File: config.mk
export PLATFORM = sky130hd
export DESIGN_NAME = mc_control
export DESIGN_NICKNAME = d
export VERILOG_FILES = /design/src/rtl/mc_control.sv
export SDC_FILE = /design/constraint.sdc
export NUM_CORES = 1
export LEC_CHECK = 0
export CORE_ASPECT_RATIO = 0.5
export CORE_MARGIN = 2
export CORE_UTILIZATION = 30
export DETAILED_ROUTE_END_ITERATION = 7
export GPL_TIMING_DRIVEN = 0
export HOLD_SLACK_MARGIN = 0.03
export PLACE_DENSITY = 0.65
export SYNTH_ARGS = -nofsm -noshare
export SYNTH_HDL_FRONTEND = slang
export SYNTH_SLANG_ARGS = --single-unit
File: constraint.sdc
create_clock -name clk -period 3.8 [get_ports clk]
set_clock_uncertainty 0.05 [all_clocks]
set_input_delay 0.57 -clock clk [delete_from_list [all_inputs] [get_ports clk]]
set_output_delay 0.57 -clock clk [all_outputs]
set_load 0.1 [all_outputs]
File: src/rtl/mc_control.sv
// mc_control: multi-cycle RV32I control FSM; optional PERF_CNT_EN adds cycle/instret counters
module mc_control #(
  parameter int CNT_W        = 32,
  parameter bit ILLEGAL_HALT = 1'b1
) (
  input  logic             clk,
  input  logic             rst_n,
  input  logic [31:0]      instr,
  input  logic             mem_ready,
  input  logic             br_taken,
  output logic             ir_we,
  output logic             pc_we,
  output logic             pc_sel,
  output logic             target_we,
  output logic             addr_we,
  output logic             mem_req,
  output logic             mem_we,
  output logic             mem_addr_sel,
  output logic [1:0]       alu_src_a,
  output logic [1:0]       alu_src_b,
  output logic [1:0]       alu_op,
  output logic             reg_we,
  output logic             wb_sel,
  output logic             illegal,
`ifdef PERF_CNT_EN
  output logic [CNT_W-1:0] cycle_cnt,
  output logic [CNT_W-1:0] instret_cnt,
`endif
  output logic [3:0]       state_o
);
  typedef enum logic [3:0] {
    FETCH    = 4'd0,
    DECODE   = 4'd1,
    MEM_ADDR = 4'd2,
    MEM_RD   = 4'd3,
    WB_MEM   = 4'd4,
    MEM_WR   = 4'd5,
    EXEC_I   = 4'd6,
    EXEC_R   = 4'd7,
    WB_ALU   = 4'd8,
    BRANCH   = 4'd9,
    TRAP     = 4'd10
  } state_t;
  state_t     r_state, w_next;
  logic [6:0] w_op;
  logic       w_legal, w_ok;
  logic       r_illegal, r_fetch, r_branch, r_target_we, r_addr_we;
  logic       r_mem_req, r_mem_we, r_mem_addr_sel, r_reg_we, r_wb_sel;
  logic [1:0] r_alu_src_a, r_alu_src_b, r_alu_op;
  assign w_op    = instr[6:0];
  assign w_legal = w_op inside {7'h03, 7'h23, 7'h13, 7'h33, 7'h63};
  // next state; reset always steers to FETCH so the registered outputs land on FETCH values
  always_comb begin
    w_next = FETCH;
    if (rst_n)
      case (r_state)
        FETCH:    w_next = mem_ready ? DECODE : FETCH;
        DECODE:   w_next = (w_op == 7'h03 || w_op == 7'h23) ? MEM_ADDR :
                           (w_op == 7'h13) ? EXEC_I :
                           (w_op == 7'h33) ? EXEC_R :
                           (w_op == 7'h63) ? BRANCH :
                           ILLEGAL_HALT ? TRAP : FETCH;
        MEM_ADDR: w_next = instr[5] ? MEM_WR : MEM_RD;
        MEM_RD:   w_next = mem_ready ? WB_MEM : MEM_RD;
        MEM_WR:   w_next = mem_ready ? FETCH : MEM_WR;
        EXEC_I:   w_next = WB_ALU;
        EXEC_R:   w_next = WB_ALU;
        TRAP:     w_next = TRAP;
        default:  w_next = FETCH;
      endcase
  end
  // state, sticky illegal flag and Moore outputs registered from the next state
  always_ff @(posedge clk) begin
    if (!rst_n) begin
      r_state   <= FETCH;
      r_illegal <= 1'b0;
    end else begin
      r_state   <= w_next;
      r_illegal <= r_illegal | (r_state == DECODE && !w_legal);
    end
    r_fetch        <= w_next == FETCH;
    r_branch       <= w_next == BRANCH;
    r_target_we    <= w_next == DECODE;
    r_addr_we      <= w_next == MEM_ADDR;
    r_mem_req      <= w_next inside {FETCH, MEM_RD, MEM_WR};
    r_mem_we       <= w_next == MEM_WR;
    r_mem_addr_sel <= w_next inside {MEM_RD, MEM_WR};
    r_alu_src_a    <= (w_next == FETCH) ? 2'd1 : (w_next == DECODE) ? 2'd2 : 2'd0;
    r_alu_src_b    <= (w_next == FETCH) ? 2'd2 : (w_next inside {DECODE, MEM_ADDR, EXEC_I}) ? 2'd1 : 2'd0;
    r_alu_op       <= (w_next inside {EXEC_I, EXEC_R}) ? 2'b10 : (w_next == BRANCH) ? 2'b01 : 2'b00;
    r_reg_we       <= (w_next inside {WB_MEM, WB_ALU}) && instr[11:7] != 5'd0;
    r_wb_sel       <= w_next == WB_MEM;
  end
  // reset and unreachable encodings silence every output; memory/branch gating stays combinational
  assign w_ok         = rst_n && r_state <= TRAP;
  assign ir_we        = w_ok & r_fetch & mem_ready;
  assign pc_we        = w_ok & ((r_fetch & mem_ready) | (r_branch & br_taken));
  assign pc_sel       = w_ok & r_branch;
  assign target_we    = w_ok & r_target_we;
  assign addr_we      = w_ok & r_addr_we;
  assign mem_req      = w_ok & r_mem_req;
  assign mem_we       = w_ok & r_mem_we;
  assign mem_addr_sel = w_ok & r_mem_addr_sel;
  assign alu_src_a    = w_ok ? r_alu_src_a : 2'd0;
  assign alu_src_b    = w_ok ? r_alu_src_b : 2'd0;
  assign alu_op       = w_ok ? r_alu_op : 2'd0;
  assign reg_we       = w_ok & r_reg_we;
  assign wb_sel       = w_ok & r_wb_sel;
  assign illegal      = r_illegal;
  assign state_o      = r_state;
  logic w_unused;
`ifdef PERF_CNT_EN
  logic [CNT_W-1:0] r_cycle_cnt, r_instret_cnt;
  logic             w_retire;
  assign w_retire = (r_state inside {WB_MEM, WB_ALU, BRANCH}) || (r_state == MEM_WR && mem_ready) ||
                    (r_state == DECODE && !w_legal && !ILLEGAL_HALT);
  // free-running cycle count and retired-instruction count, both wrapping
  always_ff @(posedge clk) begin
    if (!rst_n) begin
      r_cycle_cnt   <= '0;
      r_instret_cnt <= '0;
    end else begin
      r_cycle_cnt   <= r_cycle_cnt + 1'b1;
      r_instret_cnt <= r_instret_cnt + CNT_W'(w_retire);
    end
  end
  assign cycle_cnt   = r_cycle_cnt;
  assign instret_cnt = r_instret_cnt;
  assign w_unused    = ^instr[31:12];
`else
  assign w_unused    = ^{instr[31:12], CNT_W > 0};
`endif
endmodule

==> results of run 1 <==
[logic make-up after synthesis]
group,after synthesis
compound gates,25
simple gates,56
flops,19
mux,1
xor+xnor,2
buf+inv,12
[cell type report]
class,instances,area (um2),area share
flip-flops and latches,19,380,0.257
plain buffers,6,48.8,0.0329
well taps,40,50.0,0.0338
clock buffers,3,41.3,0.0278
repair buffers,36,363,0.245
clock inverters,1,5.00,0.00338
multi-input cells,84,572,0.386
inverters,6,22.5,0.0152
[stage by stage]
stage,std cells,power (uW)
after floorplan,115,512
after global placement,191,595
after detailed placement,191,596
after CTS,195,738
after global routing,195,766
final,195,733
[final timing paths]
kind | slack (ns) | cells past startpoint | endpoint | start
worst min register to register | 0.42 | 1 | illegal | illegal
worst max-delay path | 0.15 | 5 | alu_src_a[0] | rst_n
worst min-delay path | 0.42 | 1 | illegal | illegal
worst max register to register | 1.70 | 6 | r_alu_src_b[0] | state_o[2]
[cell usage in the layout (no fill, tap or decap), types with 2 or more instances in the layout]
master / instances
o221ai_1: 2
nor4b_2: 2
buf_4: 3
xnor2_1: 2
buf_6: 2
clkdlybuf4s50_1: 35
nor2_1: 16
and2_1: 14
inv_1: 6
or2_2: 2
nand2_1: 4
a21oi_1: 3
clkbuf_8: 3
nor3_1: 3
o21a_1: 3
nand2b_1: 4
dfxtp_1: 19
o21ai_0: 5
[power groups by stage]
stage	logic (uW)	clock network (uW)	registers (uW)
after global placement	356	0	238
after CTS	359	145	235
final	359	140	234
after detailed placement	358	0	239
after global routing	375	154	237
after floorplan	230	0	283
[per-layer routing]
metal,routed length [um],GRT usage
met1,1320,0.201
met2,992,0.174
met3,110,0.0384
met4,42,0.0469
met5,0,0
[cell usage after synthesis]
cell type and n:
a221oi_2 1, o21bai_1 1, and2_1 14, clkbuf_1 1, o21ai_0 5, and3_1 1
or4bb_2 1, buf_6 2, o22a_1 1, nand3b_1 1, o21a_1 3, a211oi_1 1
or2_4 1, or2b_2 1, nand2_1 4, o21a_4 1, nor4b_2 2, or3_4 1
nand2b_1 4, nor3_1 3, nand2b_4 1, a21o_1 1, nor2b_1 1, o21ai_1 1
nor3b_1 1, a22oi_1 1, inv_1 6, mux2i_1 1, a21oi_1 3, buf_4 3
o32ai_1 1, or2_2 2, nor2_1 16, a21oi_2 1, dfxtp_1 19, o211ai_1 1
xnor2_1 2, or4b_4 1, o221ai_1 2, nand4bb_1 1, o22ai_2 1
[critical path: stages]
cell and delay (ns):
clkdlybuf4s50_1 0.59, o21a_1 0.26, clkbuf_1 0.29, and2_1 0.19, clkdlybuf4s50_1 1.13
==> out/metrics.yaml, run 1 <==
cts:
  cts_setup_buffers: 0
  cts_tree: "done"
  cts_buffer_depth: 2
  cts_sinks: 19
  clk_latency_ns: 0.26
  clk_pin_slew_worst_paths_ns: 0.07
  hold_buffers: 0
  htreeDepth: 1
  post_cts_resized: 0
  cts_inserted_buffers: 3
  cts_root_buffer: "clkbuf_8"
floorplanning:
  die_h_um: 45.3
  dieArea_um2: 3920
  initial_utilization: 0.328
  dieWidth_um: 86.6
  row_count: 14
  ios: 57
  core-area_um2: 3120
timing:
  setup_violations: 0
  finalCritPeriodShare: 0.960
  tns_ns: 0
  slew_violations: 0
  slew_headroom: 0.348
  fmax_mhz: 274
  rsz0062_at_grt: "false"
  tightestPinTransition_ns: 0.975
  period_minus_slack_ns: 3.65
  whs_ns: 0.425
  setup_ws_ns: 0.154
  hold_viol: 0
placement:
  dp_slack_ns: 0.0215
  io_buffers: 36
  place_congestion: 0.858
  dp_hpwl_mm: 1.96
  post_dp_cell_area_um2: 1430
power:
  pwr-share-comb: 0.490
  switching_share: 0.437
  power.leakage_uw: 0.000593
  power_frac_clock: 0.191
  seqPwrFrac: 0.319
  p_int_uw: 412
  power.density_nw_per_um2: 494
  peakVddDrop_uv: 256
  p_sw_uw: 321
synthesis:
  netlist_top_cells_area: "dfxtp_1 (37%), and2_1 (8.6%), nor2_1 (5.9%)"
  syn_inst: 115
  synth_xor_area_frac: 0.0171
  muxShareOfSynthArea: 0.00978
  synth_compound_area_frac: 0.187
  netlist_area_um2: 1020
  seq_area_frac_synth: 0.372
  yosys.area.top_type: "dfxtp_1"
  ys_warn_count: 0
  synth-seq-cells: 19
  syn_nets: 151
  synth_simple_gate_area_frac: 0.345
  syn_area_per_cell_um2: 8.90
  synth_cell_types: 41
  synth_top_family_by_area: "simple AND/OR/NAND/NOR gates"
  synth_top_area_frac: 0.372
  synth_fa_ha_area_frac: 0
setup_path:
  critPathLaunchType: "input pin"
  end_kind: "output port"
  arrival_ns: 3.03
  cp_max_fo: 10
  crit_type: "input pin to output port"
  crit_required_ns: 3.18
final_layout:
  n_fill_cell: 317
  fin_util: 0.476
  fin_nets: 192
  finish.instance_area_um2: 1480
  largest_register_ffs: 4
  synthToLayoutAreaGrowth_pct: 44.9
  diodes: 0
  layout-drive-gt1-share: 0.148
grt:
  grt-ovfl-total: 0
  antenna_found_initial: 0
  first_global_vias: 792
  grt_max_degree: 12
  grt_first_pass_wirelength_mm: 3.84
  grt_use_total: 0.132
detailed_routing:
  vias: 914
  dr.pass1.iters: 4
  routed_via_density: 4.69
  drtIter0Drc: 32
  drc: 0
  postRouteAntennaNets: 0
  wl_mm: 2.47
  wl_per_cell_um: 12.7
run:
  cap_violations: 0
status:
  status: "complete, no violations"
worst_hold_path:
  hold_class: "register to register"
Power figures use the tool's default switching activity.
==> inputs of run 2 (changes only) <==
Settings changed: CORE_ASPECT_RATIO 0.5 to unset, CORE_UTILIZATION 30 to 41, PLACE_DENSITY 0.65 to 0.87.
==> run 2 against run 1 <==
Effect of this change: combinational power is essentially flat; critical path depth is the same; sequential power is essentially flat; die area shrank 26%; setup slack gained 0.097 ns; clock power shrank 29%; global-route usage grew 5.0 points; total power shrank 5.9%; critical path type unchanged; largest cell class unchanged.
==> out/metrics.yaml, run 2 (synthesized netlist as in run 1, its figures left out) <==
cts:
  cts_sinks: 19
  htreeDepth: 1
  cts_tree: "done"
  cts_inserted_buffers: 3
  cts_root_buffer: "clkbuf_4"
  clk_latency_ns: 0.30
  clk_pin_slew_worst_paths_ns: 0.11
  cts_buffer_depth: 2
  cts_setup_buffers: 0
timing:
  tns_ns: 0
  fmax_mhz: 282
  rsz0062_at_grt: "false"
  tightestPinTransition_ns: 0.977
  slew_violations: 0
  slew_headroom: 0.347
  setup_violations: 0
  hold_viol: 0
  finalCritPeriodShare: 0.934
  period_minus_slack_ns: 3.55
power:
  pwr-share-comb: 0.516
  power.density_nw_per_um2: 476
  p_sw_uw: 310
  switching_share: 0.449
  seqPwrFrac: 0.339
  peakVddDrop_uv: 350
  power.leakage_uw: 0.000582
  power_frac_clock: 0.145
  p_int_uw: 380
floorplanning:
  dieWidth_um: 54.0
  die_h_um: 54.0
  dieArea_um2: 2910
  initial_utilization: 0.425
  ios: 57
  row_count: 18
  core-area_um2: 2410
setup_path:
  crit_type: "input pin to output port"
  arrival_ns: 2.93
  crit_required_ns: 3.18
  end_kind: "output port"
  cp_max_fo: 10
  critPathLaunchType: "input pin"
detailed_routing:
  wl_mm: 2.34
  drtIter0Drc: 14
  vias: 941
  wl_per_cell_um: 12.6
  postRouteAntennaNets: 0
  routed_via_density: 5.09
  drc: 0
  dr.pass1.iters: 4
grt:
  grt_first_pass_wirelength_mm: 3.88
  first_global_vias: 924
  grt_max_degree: 11
  grt-ovfl-total: 0
  grt_use_total: 0.182
  antenna_found_initial: 0
final_layout:
  n_fill_cell: 202
  mostFrequentLayoutCells: "clkdlybuf4s50_1 (35), dfxtp_1 (19), nor2_1 (16)"
  multi_input_area_um2: 572
  layout_commonest_cell: "clkdlybuf4s50_1"
  synthToLayoutAreaGrowth_pct: 41.7
  regArea_um2: 380
  fin_nets: 192
  largest_register_ffs: 4
  finish.instance_area_um2: 1450
  layout-drive-gt1-share: 0.142
  diodes: 0
placement:
  io_buffers: 36
  place_congestion: 0.825
  dp_hpwl_mm: 1.86
  post_dp_cell_area_um2: 1420
status:
  status: "complete, no violations"
worst_hold_path:
  hold_class: "register to register"
run:
  cap_violations: 0
## run 2: changes by cell type in the layout (fill, tap and decap cells not counted)
cell,change
clkbuf_8,-3
clkinv_2,-1
clkbuf_1,+1
clkbuf_4,+3
## run 2: layer usage
metal	routed length (um)	global-route usage	share of wire	up-vias
li1	-	-	-	473
met5	0	0	0	-
met3	130	0.0333	0.056	4
met2	1210	0.323	0.52	36
met4	27	0.0940	0.012	0
met1	968	0.205	0.41	428
## run 2: per-stage QoR
stage	hold slack (ns)	setup slack [ns]	total power, uW	cells	utilization
2_1_floorplan	0.638	0.364	512	115	-
3_3_place_gp	0.404	0.155	586	181	0.590
3_5_place_dp	0.423	0.120	594	181	0.590
4_1_cts	0.456	0.124	692	185	0.601
5_1_grt	0.466	0.0557	724	185	0.602
6_report	0.450	0.250	690	185	0.602
## run 2: power by group through the flow
stage	Sequential (uW)	Clock [uW]	Combinational [uW]
floorplan	283	0	230
global placement	238	0	348
detailed placement	239	0	355
CTS	234	101	357
global route	237	111	376
finish	234	99.8	356
## run 2: worst paths after layout
check | from | to | slack, ns | cells after the start
setup / recovery | rst_n | alu_src_a[0] | 0.25 | 5
hold / removal | illegal | illegal | 0.45 | 1
setup reg to reg | state_o[0] | r_alu_src_b[0] | 1.60 | 6
hold reg to reg | illegal | illegal | 0.45 | 1
## run 2: final cells by class
cell class                      count  share of cell area
Clock buffer                        4              0.0181
Sequential cell                    19               0.262
Buffer                              6              0.0336
Multi-Input combinational cell     84               0.394
Timing Repair Buffer               36               0.250
Inverter                            6              0.0155
Tap cell                           30              0.0259
## run 2: repair_timing
action	in CTS	in global routing
hold buffers	0	0
endpoints found under the setup margin	0	1
resized for setup	0	1
## run 2: worst max-delay path, stage by stage
cell	delay (ns)
clkdlybuf4s50_1	0.54
o21a_1	0.23
clkbuf_1	0.26
and2_1	0.19
clkdlybuf4s50_1	1.13
==> inputs of run 3 (changes only) <==
Settings changed: TNS_END_PERCENT set to 1.
Clock period 3.8 ns to 4.1 ns, I/O delays scaled along.
==> run 3 against run 2 <==
Effect of this change: hold slack is the same; critical path depth increased by 1; critical path type unchanged; non-clock buffer count stayed put; sequential power decreased by 7%; via count shrank 0.11%; core utilization decreased by 0.10 points.
==> out/metrics.yaml, run 3 (synthesized netlist as in run 1, its figures left out) <==
timing:
  hold_viol: 0
  tightestPinTransition_ns: 0.977
  period_minus_slack_ns: 3.72
  finalCritPeriodShare: 0.908
  slew_headroom: 0.347
  setup_violations: 0
  tns_ns: 0
  rsz0062_at_grt: "false"
  setup_ws_ns: 0.377
  fmax_mhz: 269
  slew_violations: 0
setup_path:
  arrival_ns: 3.06
  end_kind: "output port"
  reg2reg_slack_ns: 1.90
  crit_required_ns: 3.43
  cp_max_fo: 10
  crit_type: "input pin to output port"
  critPathLaunchType: "input pin"
final_layout:
  mostFrequentLayoutCells: "clkdlybuf4s50_1 (36), dfxtp_1 (19), nor2_1 (16)"
  n_fill_cell: 204
  synthToLayoutAreaGrowth_pct: 41.4
  fin_nets: 192
  diodes: 0
  largest_register_ffs: 4
  layout_commonest_cell: "clkdlybuf4s50_1"
  layout-drive-gt1-share: 0.142
floorplanning:
  core-area_um2: 2410
  dieArea_um2: 2910
  row_count: 18
  dieWidth_um: 54.0
  ios: 57
  initial_utilization: 0.425
  die_h_um: 54.0
grt:
  grt_first_pass_wirelength_mm: 3.88
  grt_use_total: 0.182
  grt-ovfl-total: 0
  grt_max_degree: 11
  first_global_vias: 924
  antenna_found_initial: 0
status:
  status: "complete, no violations"
detailed_routing:
  dr.pass1.iters: 4
  drc: 0
  vias: 940
  wl_mm: 2.34
  wl_per_cell_um: 12.6
  postRouteAntennaNets: 0
  routed_via_density: 5.08
  drtIter0Drc: 14
cts:
  htreeDepth: 1
  cts_setup_buffers: 0
  cts_tree: "done"
  cts_inserted_buffers: 3
  clk_latency_ns: 0.30
  clk_pin_slew_worst_paths_ns: 0.11
  post_cts_resized: 0
  cts_sinks: 19
  cts_buffer_depth: 2
  hold_buffers: 0
  cts_root_buffer: "clkbuf_4"
power:
  power.leakage_uw: 0.000570
  peakVddDrop_uv: 324
  fin_total_pwr_uw: 639
  power.density_nw_per_um2: 442
run:
  cap_violations: 0
placement:
  io_buffers: 36
  dp_hpwl_mm: 1.86
  place_congestion: 0.825
  dp_slack_ns: 0.330
worst_hold_path:
  hold_class: "register to register"
[run 3: cell count changes in the layout (fill, tap and decap cells not counted), sizes merged]
cell / change
dlymetal6s2s: -1
clkdlybuf4s50: +1
[run 3: final cells by class]
class | count | area [um2] | area share
multi-input combinational | 84 | 572 | 0.395
sequential | 19 | 380 | 0.263
timing repair buffer | 36 | 360 | 0.249
buffer | 6 | 48.8 | 0.0337
tap | 30 | 37.5 | 0.0259
clock buffer | 4 | 26.3 | 0.0182
inverter | 6 | 22.5 | 0.0156
[run 3: worst paths after layout]
path,start,depth (start not counted),to
worst max-delay path,rst_n,6,alu_src_b[1]
worst min register to register,illegal,1,illegal
worst min-delay path,illegal,1,illegal
worst max register to register,state_o[0],6,r_alu_src_b[0]
[run 3: stage by stage]
| step | cell area, um2 | hold WS [ns] | std cells | utilization |
|---|---|---|---|---|
| after CTS | 1450 | 0.456 | 185 | 0.601 |
| final | 1450 | 0.450 | 185 | 0.601 |
| after floorplan | 1020 | 0.683 | 115 | - |
| after global placement | 1420 | 0.404 | 181 | 0.590 |
| after detailed placement | 1420 | 0.423 | 181 | 0.590 |
| after global routing | 1450 | 0.466 | 185 | 0.601 |
[run 3: where the power goes]
part	total [uW]	switching, uW	leakage [uW]	internal (uW)
sequential	217	6.91	0.000156	210
clock	92.5	54.6	0.0000150	37.9
combinational	330	225	0.000399	105
total	639	287	0.000570	352
[run 3: layer usage]
layer	wire, um	track usage	vias up
li1	-	-	472
met1	971	0.205	428
met2	1210	0.323	36
met3	127	0.0333	4
met4	27	0.0940	0
met5	0	0	-
[run 3: critical path, cell delays in order]
cell	delay [ns]
clkdlybuf4s50_1	0.54
o21a_1	0.23
clkbuf_1	0.26
and2_1	0.19
buf_4	0.10
clkdlybuf4s50_1	1.11
